**src/rtl/prog_loader.sv**
```systemverilog
`timescale 1ns/1ps
// prog_loader
// Boot-time program loader in front of the CPU core. It takes a framed byte
// stream from the host link, assembles 16-bit instruction words, writes them
// into instruction memory, verifies an 8-bit additive checksum and then
// releases the core with a one-cycle start pulse while holding enable high.
// The core stays disabled while a frame is loading and after a failed load.
//
// Frame: count byte C (C=0 means 256 words), 2N data bytes high byte first,
// then the modulo-256 sum of the data bytes.
//
// Ports:
//   clock         system clock, rising edge
//   reset         asynchronous, active-low reset
//   in_data       host byte
//   in_valid      in_data valid
//   in_ready      loader can accept a byte
//   load_req      one-cycle request: abort, stop the core and reload
//   im_we         instruction-memory write strobe
//   im_addr       instruction-memory word address
//   im_data       instruction word to write
//   cpu_start     one-cycle start pulse to the core
//   cpu_enable    core enable
//   busy          a frame is in progress
//   err           last load failed (checksum or timeout)
//   words_loaded  words written in the current or last frame
module prog_loader #(
  parameter logic [7:0]  BASE_ADDR = 8'h00,
  parameter int unsigned TIMEOUT   = 1024,
  parameter int unsigned TO_W      = 11
) (
  input  logic        clock,
  input  logic        reset,
  input  logic [7:0]  in_data,
  input  logic        in_valid,
  output logic        in_ready,
  input  logic        load_req,
  output logic        im_we,
  output logic [7:0]  im_addr,
  output logic [15:0] im_data,
  output logic        cpu_start,
  output logic        cpu_enable,
  output logic        busy,
  output logic        err,
  output logic [8:0]  words_loaded
);

  localparam logic [2:0] S_IDLE  = 3'd0;
  localparam logic [2:0] S_HI    = 3'd1;
  localparam logic [2:0] S_LO    = 3'd2;
  localparam logic [2:0] S_CSUM  = 3'd3;
  localparam logic [2:0] S_START = 3'd4;
  localparam logic [2:0] S_RUN   = 3'd5;
  localparam logic [2:0] S_ERR   = 3'd6;

  localparam logic [TO_W-1:0] TO_LIMIT = TO_W'(TIMEOUT);

  // Running modulo-256 checksum update.
  function automatic logic [7:0] csum_add(input logic [7:0] sum, input logic [7:0] b);
    return sum + b;
  endfunction

  // A frame state is one where a data or checksum byte is awaited.
  function automatic logic is_frame_state(input logic [2:0] s);
    return (s == S_HI) || (s == S_LO) || (s == S_CSUM);
  endfunction

  logic [2:0]      state;
  logic [2:0]      state_nxt;
  logic [8:0]      n_words;
  logic [7:0]      hi_byte;
  logic [7:0]      csum;
  logic [TO_W-1:0] to_cnt;

  logic accept;
  logic in_frame;
  logic timed_out;
  logic take;
  logic last_word;

  assign accept    = in_valid && in_ready;
  assign in_frame  = is_frame_state(state);
  assign timed_out = in_frame && (to_cnt == TO_LIMIT);
  // Inside a frame, an abort request or an expired timeout discards the byte.
  assign take      = accept && !load_req && !timed_out;
  assign last_word = (words_loaded + 9'd1) == n_words;

  // Next-state selection.
  always_comb begin
    state_nxt = state;
    case (state)
      S_IDLE: begin
        // load_req is ignored here; only the count byte moves us on.
        if (accept) state_nxt = S_HI;
        else        state_nxt = S_IDLE;
      end
      S_HI: begin
        if (load_req)       state_nxt = S_IDLE;
        else if (timed_out) state_nxt = S_ERR;
        else if (accept)    state_nxt = S_LO;
        else                state_nxt = S_HI;
      end
      S_LO: begin
        if (load_req)       state_nxt = S_IDLE;
        else if (timed_out) state_nxt = S_ERR;
        else if (accept)    state_nxt = last_word ? S_CSUM : S_HI;
        else                state_nxt = S_LO;
      end
      S_CSUM: begin
        if (load_req)       state_nxt = S_IDLE;
        else if (timed_out) state_nxt = S_ERR;
        else if (accept)    state_nxt = (in_data == csum) ? S_START : S_ERR;
        else                state_nxt = S_CSUM;
      end
      S_START: state_nxt = S_RUN;
      S_RUN: begin
        if (load_req) state_nxt = S_IDLE;
        else          state_nxt = S_RUN;
      end
      S_ERR: begin
        if (load_req) state_nxt = S_IDLE;
        else          state_nxt = S_ERR;
      end
      default: state_nxt = S_IDLE;
    endcase
  end

  // State register and status outputs, registered from the next state so they
  // line up with the state they describe.
  always_ff @(posedge clock or negedge reset) begin
    if (!reset) begin
      state      <= S_IDLE;
      in_ready   <= 1'b1;
      busy       <= 1'b0;
      cpu_enable <= 1'b0;
      cpu_start  <= 1'b0;
      err        <= 1'b0;
    end else begin
      state      <= state_nxt;
      in_ready   <= (state_nxt == S_IDLE) || is_frame_state(state_nxt);
      busy       <= is_frame_state(state_nxt);
      cpu_enable <= (state_nxt == S_START) || (state_nxt == S_RUN);
      cpu_start  <= (state_nxt == S_START);
      err        <= (state_nxt == S_ERR);
    end
  end

  // Inter-byte idle counter; runs only while staying inside a frame.
  always_ff @(posedge clock or negedge reset) begin
    if (!reset) begin
      to_cnt <= '0;
    end else if (in_frame && is_frame_state(state_nxt) && !accept) begin
      to_cnt <= to_cnt + {{(TO_W-1){1'b0}}, 1'b1};
    end else begin
      to_cnt <= '0;
    end
  end

  // Frame datapath: word count, checksum, byte assembly and memory write.
  always_ff @(posedge clock or negedge reset) begin
    if (!reset) begin
      n_words      <= 9'd0;
      hi_byte      <= 8'd0;
      csum         <= 8'd0;
      words_loaded <= 9'd0;
      im_we        <= 1'b0;
      im_addr      <= 8'd0;
      im_data      <= 16'd0;
    end else begin
      im_we <= 1'b0;
      case (state)
        S_IDLE: begin
          if (accept) begin
            n_words      <= (in_data == 8'd0) ? 9'd256 : {1'b0, in_data};
            csum         <= 8'd0;
            words_loaded <= 9'd0;
          end
        end
        S_HI: begin
          if (take) begin
            hi_byte <= in_data;
            csum    <= csum_add(csum, in_data);
          end
        end
        S_LO: begin
          // The write lands one cycle after the low byte, overlapping the
          // next word's high byte. words_loaded doubles as the word index.
          if (take) begin
            csum         <= csum_add(csum, in_data);
            im_we        <= 1'b1;
            im_addr      <= BASE_ADDR + words_loaded[7:0];
            im_data      <= {hi_byte, in_data};
            words_loaded <= words_loaded + 9'd1;
          end
        end
        default: begin
        end
      endcase
    end
  end

endmodule

```
**config.mk**
```make
export PLATFORM = sky130hd
export DESIGN_NAME = prog_loader
export DESIGN_NICKNAME = d
export VERILOG_FILES = /design/src/rtl/prog_loader.sv
export SDC_FILE = /design/constraint.sdc
export NUM_CORES = 1
export LEC_CHECK = 0
export BUFFER_PORTS_ARGS = -buffer_cell sky130_fd_sc_hd__clkbuf_2
export CORE_MARGIN = 4
export CORE_UTILIZATION = 30
export DETAILED_ROUTE_END_ITERATION = 7
export GPL_TIMING_DRIVEN = 0
export SETUP_SLACK_MARGIN = 0.02
export SKIP_CTS_REPAIR_TIMING = 1
export SYNTH_ARGS = -nofsm -noshare
export SYNTH_HDL_FRONTEND = slang
export SYNTH_SLANG_ARGS = --single-unit
```
**constraint.sdc**
```tcl
create_clock -name clock -period 5.1 [get_ports clock]
set_clock_uncertainty 0.05 [all_clocks]
set_input_delay 0.255 -clock clock [delete_from_list [all_inputs] [get_ports clock]]
set_output_delay 0.255 -clock clock [all_outputs]
set_load 0.02 [all_outputs]
```
Word level (Yosys, flattened, before mapping)
Cells that the tools add are included.
{"block": "op_classes", "add_sub_neg": 3, "n_eq_ne": 18, "n_mux": 25, "reduce_logical": 26}
{"cell": "2-to-1 mux 3 bit", "n": 9}
{"cell": "2-to-1 mux 9 bit", "n": 3}
{"cell": "case mux 3 bit (7 select lines)", "n": 1}
{"cell": "equality test 3 bit, second input constant", "n": 6}
{"cell": "case mux 9 bit (2 select lines)", "n": 1}
{"cell": "2-to-1 mux 8 bit", "n": 2}
{"cell": "case mux 8 bit (2 select lines)", "n": 1}
{"cell": "equality test 3 x 2 -> 1 bit, second input constant", "n": 4}
{"cell": "adder 11 x 1 -> 11 bit, second input constant", "n": 1}
{"cell": "equality test 11 bit, second input constant", "n": 1}
{"cell": "2-to-1 mux 11 bit", "n": 1}
{"cell": "adder 9 x 1 -> 9 bit, second input constant", "n": 1}
{"cell": "equality test 9 bit", "n": 1}
{"cell": "adder 8 bit", "n": 1}
{"cell": "equality test 8 bit", "n": 1}
{"cell": "zero test 8 bit", "n": 1}
{"cell": "2-to-1 mux 2 bit", "n": 4}
{"cell": "equality test 3 x 1 -> 1 bit, second input constant", "n": 2}
{"cell": "logical AND 1 bit", "n": 6}
{"cell": "zero test 3 bit", "n": 2}
{"cell": "logical OR 1 bit", "n": 6}
{"cell": "AND reduction 2 bit", "n": 3}
{"cell": "AND reduction 3 bit", "n": 2}
{"cell": "!= test 2 bit, second input constant", "n": 2}
{"cell": "other kinds (5)", "n": 10}
{"block": "totals", "register_bits": 78, "inputBits": 12, "elab_cells": 86}

Longest topological paths before layout
{"block": "logic_depth", "depth_word": 13, "ltp_mapped": 9}

Worst setup path before layout
OpenSTA, ideal clock, no wires.
{"block": "synth_timing", "kind": "reg2reg", "start": "register csum[2]", "end": "register to_cnt[9]", "setup_ns": 0.121, "arrival_ns": 2.037, "t_required_ns": 4.929, "path_slack_ns": 2.892, "path_stages_with_launch": 8, "period_less_slack_ns": 2.208, "cell_sequence": "dfrtp_1 > ha_1 > or4_4 > o311ai_1 > o211ai_1 > a21oi_2 > buf_6 > nor3_1"}
{"block": "synth_via", "elab_chain_cells": 12, "elab_cells_between_ends": 14}
{"element": "start, declared", "line": "72", "text": "logic [7:0] csum;"}
{"element": "start signal, assigned", "line": "182", "text": "csum <= csum_add(csum, in_data);"}
{"element": "start signal, assigned", "line": "189", "text": "csum <= csum_add(csum, in_data);"}
{"element": "equality test 8 bit (*)", "line": "112", "text": "else if (accept) state_nxt = (in_data == csum) ? S_START : S_ERR;"}
{"element": "2-to-1 mux 2 bit (*)", "line": "112"}
{"element": "2-to-1 mux 3 bit (*)", "line": "112"}
{"element": "2-to-1 mux 3 bit (*)", "line": "111", "text": "else if (timed_out) state_nxt = S_ERR;"}
{"element": "2-to-1 mux 3 bit (*)", "line": "110", "text": "if (load_req) state_nxt = S_IDLE;"}
{"element": "case mux 3 bit (7 select lines) (*)", "line": "91", "text": "case (state)"}
{"element": "equality test 3 x 1 -> 1 bit or equality test 3 x 2 -> 1 bit (tied branches)", "line": "65", "text": "return (s == S_HI) || (s == S_LO) || (s == S_CSUM);"}
{"element": "logical OR 1 bit", "line": "65"}
{"element": "logical OR 1 bit (*)", "line": "65"}
{"element": "logical AND 1 bit (*) (2 in series)", "line": "152", "text": "end else if (in_frame && is_frame_state(state_nxt) && !accept) begin"}
{"element": "2-to-1 mux 11 bit (*)", "line": "152"}
{"element": "end signal, assigned", "line": "153", "text": "to_cnt <= to_cnt + {{(TO_W-1){1'b0}}, 1'b1};"}
{"element": "end, declared", "line": "73", "text": "logic [TO_W-1:0] to_cnt;"}
Mark *: on every way between the ends. The rest lies on a longest branch, timed or not.
A chain may end at the register's enable or synchronous reset.

Worst setup path after layout
{"block": "layout_timing", "start": "register csum[2]", "end": "register to_cnt[1]"}
The elaborated chain is that of the path after synthesis.

==> run metrics <==
outcome finished, final reports clean; Worst Tran Pin Value 0.818 ns; Lkg Pwr about 0.0023 µW; Final TNS setup 0 ns; total chip power 2300 µW; Setup crit start kind register; Core Util, Final 0.373; Synth Register Bits slightly below 80; Hold Crit Class in -> reg; die height 124 µm; core area roughly 13,000 µm²; via count 3,121; Main synth FF type dfrtp_1; CTS H-tree depth 3; post-synth cell types 61; Fmax 407 MHz; syn nets 420; asr flop ratio synth 1.00; post-route minimum period 2.46 ns; reg2reg end to_cnt[1]; gr busiest metal met2; period utilization 0.482; crit path DAT 2.62 ns; I/O Buffers 50; final slew viol count 0; Placement Setup Slack 2.57 ns; Avg WL per Cell 14.4 µm; Post-synth EDFFs 0; DIE AREA 15,300 µm²; Clock Tree Buf Depth 2; crit path launch csum[2]; Fillers 1,288; Crit-path slowest cell or4_4; RSZ-0062 raised after global routing no; Final Hold Viols 0; met3 Use GR 0.0348; Peak VDD IR 0.000174 V; # setup viols final 0; post-synthesis area per instance 10.1 µm²; initial antenna violation count 0; met1 usage 0.164; drt total wl just over 9000 µm; Clock Latency Late Sink 0.34 ns; routability cong. 0.834; DR pass1 iterations 5; pin count of the biggest net entering global routing 53; Max Cap Viol 0; Antenna Violating Nets Remaining 0; Antenna diodes 0; Worst Path Max Fanout 10; Crit. End Element register; post-DP HPWL 6830 µm; CP required between 5 and 6 ns; Die Wd 124 µm; root buffer cell clkbuf_16; grt ovf 0; CTS sink count 78; sequential area share after synthesis 0.488; Post-Syn Instances 397; GR Layer Usage met2 0.212; R2R Path Start csum[2]; setup ws final roughly 2.6 ns; TritonCTS clock tree yes; row count 41; drt first-iter violations 250; CP Class reg -> reg; gr usage total 0.130; crit-path max cell delay 0.54 ns; vias per std cell 4.90; Reg2Reg Depth 7; worst hold margin ~0.17 ns; layout cells sized above 1 0.245; I/O pins 51; Clock Pin Slew Worst Setup and Hold Paths 0.06 ns; drc violations 0; first-pass GRT wire length 15,300 µm; Initial Util 0.312; Cell Pwr Density about 480 nW/µm²; CP Capture Point to_cnt[1]; worst path cell trace ha_1 > or4_4 > o311ai_1 > o211ai_1 > a21oi_2 > buf_6 > nor3_1; cell area after synthesis 4010 µm²; Final #Nets 483; total CTS buffers 9; Rel. slew slack 0.450; Yosys warning count 0; Worst R2R Setup Slack between 2 and 3 ns; Hold Path Depth 3; vias in the first global route a little over 3k; synth-to-layout area growth 19.6%
Yosys cell counts, drive strengths merged (2+ instances only):
library cell,count,share of area
xnor2,18,0.039
buf,12,0.024
clkbuf,6,0.0059
and2,4,0.0062
o21ai,17,0.021
nor4b,2,0.0044
a21o,2,0.0037
dfrtp,77,0.48
a31oi,7,0.011
nand4,4,0.0078
nor4,5,0.013
ha,10,0.031
nor2,20,0.019
nor3,12,0.016
o31ai,4,0.0075
inv,12,0.011
xor2,12,0.026
nand2,77,0.073
and3,3,0.0047
mux2,24,0.067
a21oi,9,0.012
nand3,28,0.035
and4,2,0.0047
o211ai,3,0.0056
worst min-delay path by stage:
| stage | from | end | slack (ns) |
|---|---|---|---|
| 3_3_place_gp | hi_byte[0] | im_data[8] | 0.40 |
| 5_1_grt | in_data[2] | n_words[2] | 0.17 |
| 3_5_place_dp | reset | to_cnt[6] | 0.19 |
| 4_1_cts | reset | to_cnt[6] | -0.18 |
| 6_report | in_data[4] | n_words[4] | 0.17 |
| 2_1_floorplan | reset | busy | -0.09 |
registers in the layout, summed over array words and instances, names as in the netlist, 3 cells and up:
register      flops
im_data          16
csum              8
n_words           9
hi_byte           8
im_addr           8
to_cnt           11
state             3
words_loaded      9
critical path, delay by kind of cell (launching register included):
family,cells,cell delay (ns)
fa+ha+maj,1,0.35
buf+inv,1,0.18
compound gates,3,0.77
simple gates,2,0.60
flops,1,0.39
logic make-up (layout without fill, tap and decap cells):
kind of cell             count (synthesis)  count (layout)  share of synthesized area
AO/OA/AOI/OAI                           54              54                     0.0897
AND/OR/NAND/NOR                        168             168                      0.207
flip-flops                              78              78                      0.488
multiplexers                            25              25                     0.0700
buffers and inverters                   30              98                     0.0409
adder cells (fa/ha/maj)                 12              12                     0.0387
XOR/XNOR                                30              30                     0.0656
power by group:
group / leakage (µW) / internal, µW / switching, µW
Sequential: 0.00103 / 790 / 112
Clock: 0.000135 / 343 / 251
Combinational: 0.00110 / 333 / 471
Total: 0.00227 / 1470 / 834
cell usage in the layout (no fill, tap or decap), types with 3 or more instances in the layout:
master     synthesis  final
a21oi_1            8      8
a31oi_1            7      7
and2_1             4      4
and3_1             3      3
buf_2              4      4
buf_6              6      6
clkbuf_1           5      6
clkbuf_16          0      9
clkbuf_2           1     50
dfrtp_1           77     77
ha_1              10     10
inv_1             12     12
mux2_2            24     24
nand2_1           76     76
nand3_1           28     28
nand4_1            3      3
nor2_1            20     20
nor3_1            11     11
nor4_1             3      3
o211ai_1           3      3
o21ai_0           17     17
o31ai_1            4      4
xnor2_1           18     18
xor2_1            12     12
area by class of cell:
| class | instances | area, µm² | share of cell area |
|---|---|---|---|
| Buffer | 18 | 119 | 0.0248 |
| Sequential cell | 78 | 1950 | 0.408 |
| Tap cell | 172 | 215 | 0.0449 |
| Clock buffer | 11 | 243 | 0.0507 |
| Inverter | 12 | 45.0 | 0.00941 |
| Timing Repair Buffer | 52 | 290 | 0.0606 |
| Multi-Input combinational cell | 289 | 1890 | 0.394 |
| Clock inverter | 5 | 35.0 | 0.00732 |
per-stage QoR:
step | area (µm²) | cells
2_1_floorplan | 4010 | 397
3_3_place_gp | 4470 | 619
3_5_place_dp | 4500 | 620
4_1_cts | 4780 | 636
5_1_grt | 4790 | 637
6_report | 4790 | 637
metal layers:
metal  share of wire  up-vias
met5               0        -
met4           0.017        0
met3           0.034       15
met2            0.50       46
met1            0.45     1546
li1                -     1514
Note: power is estimated with default switching activity, not from simulation.
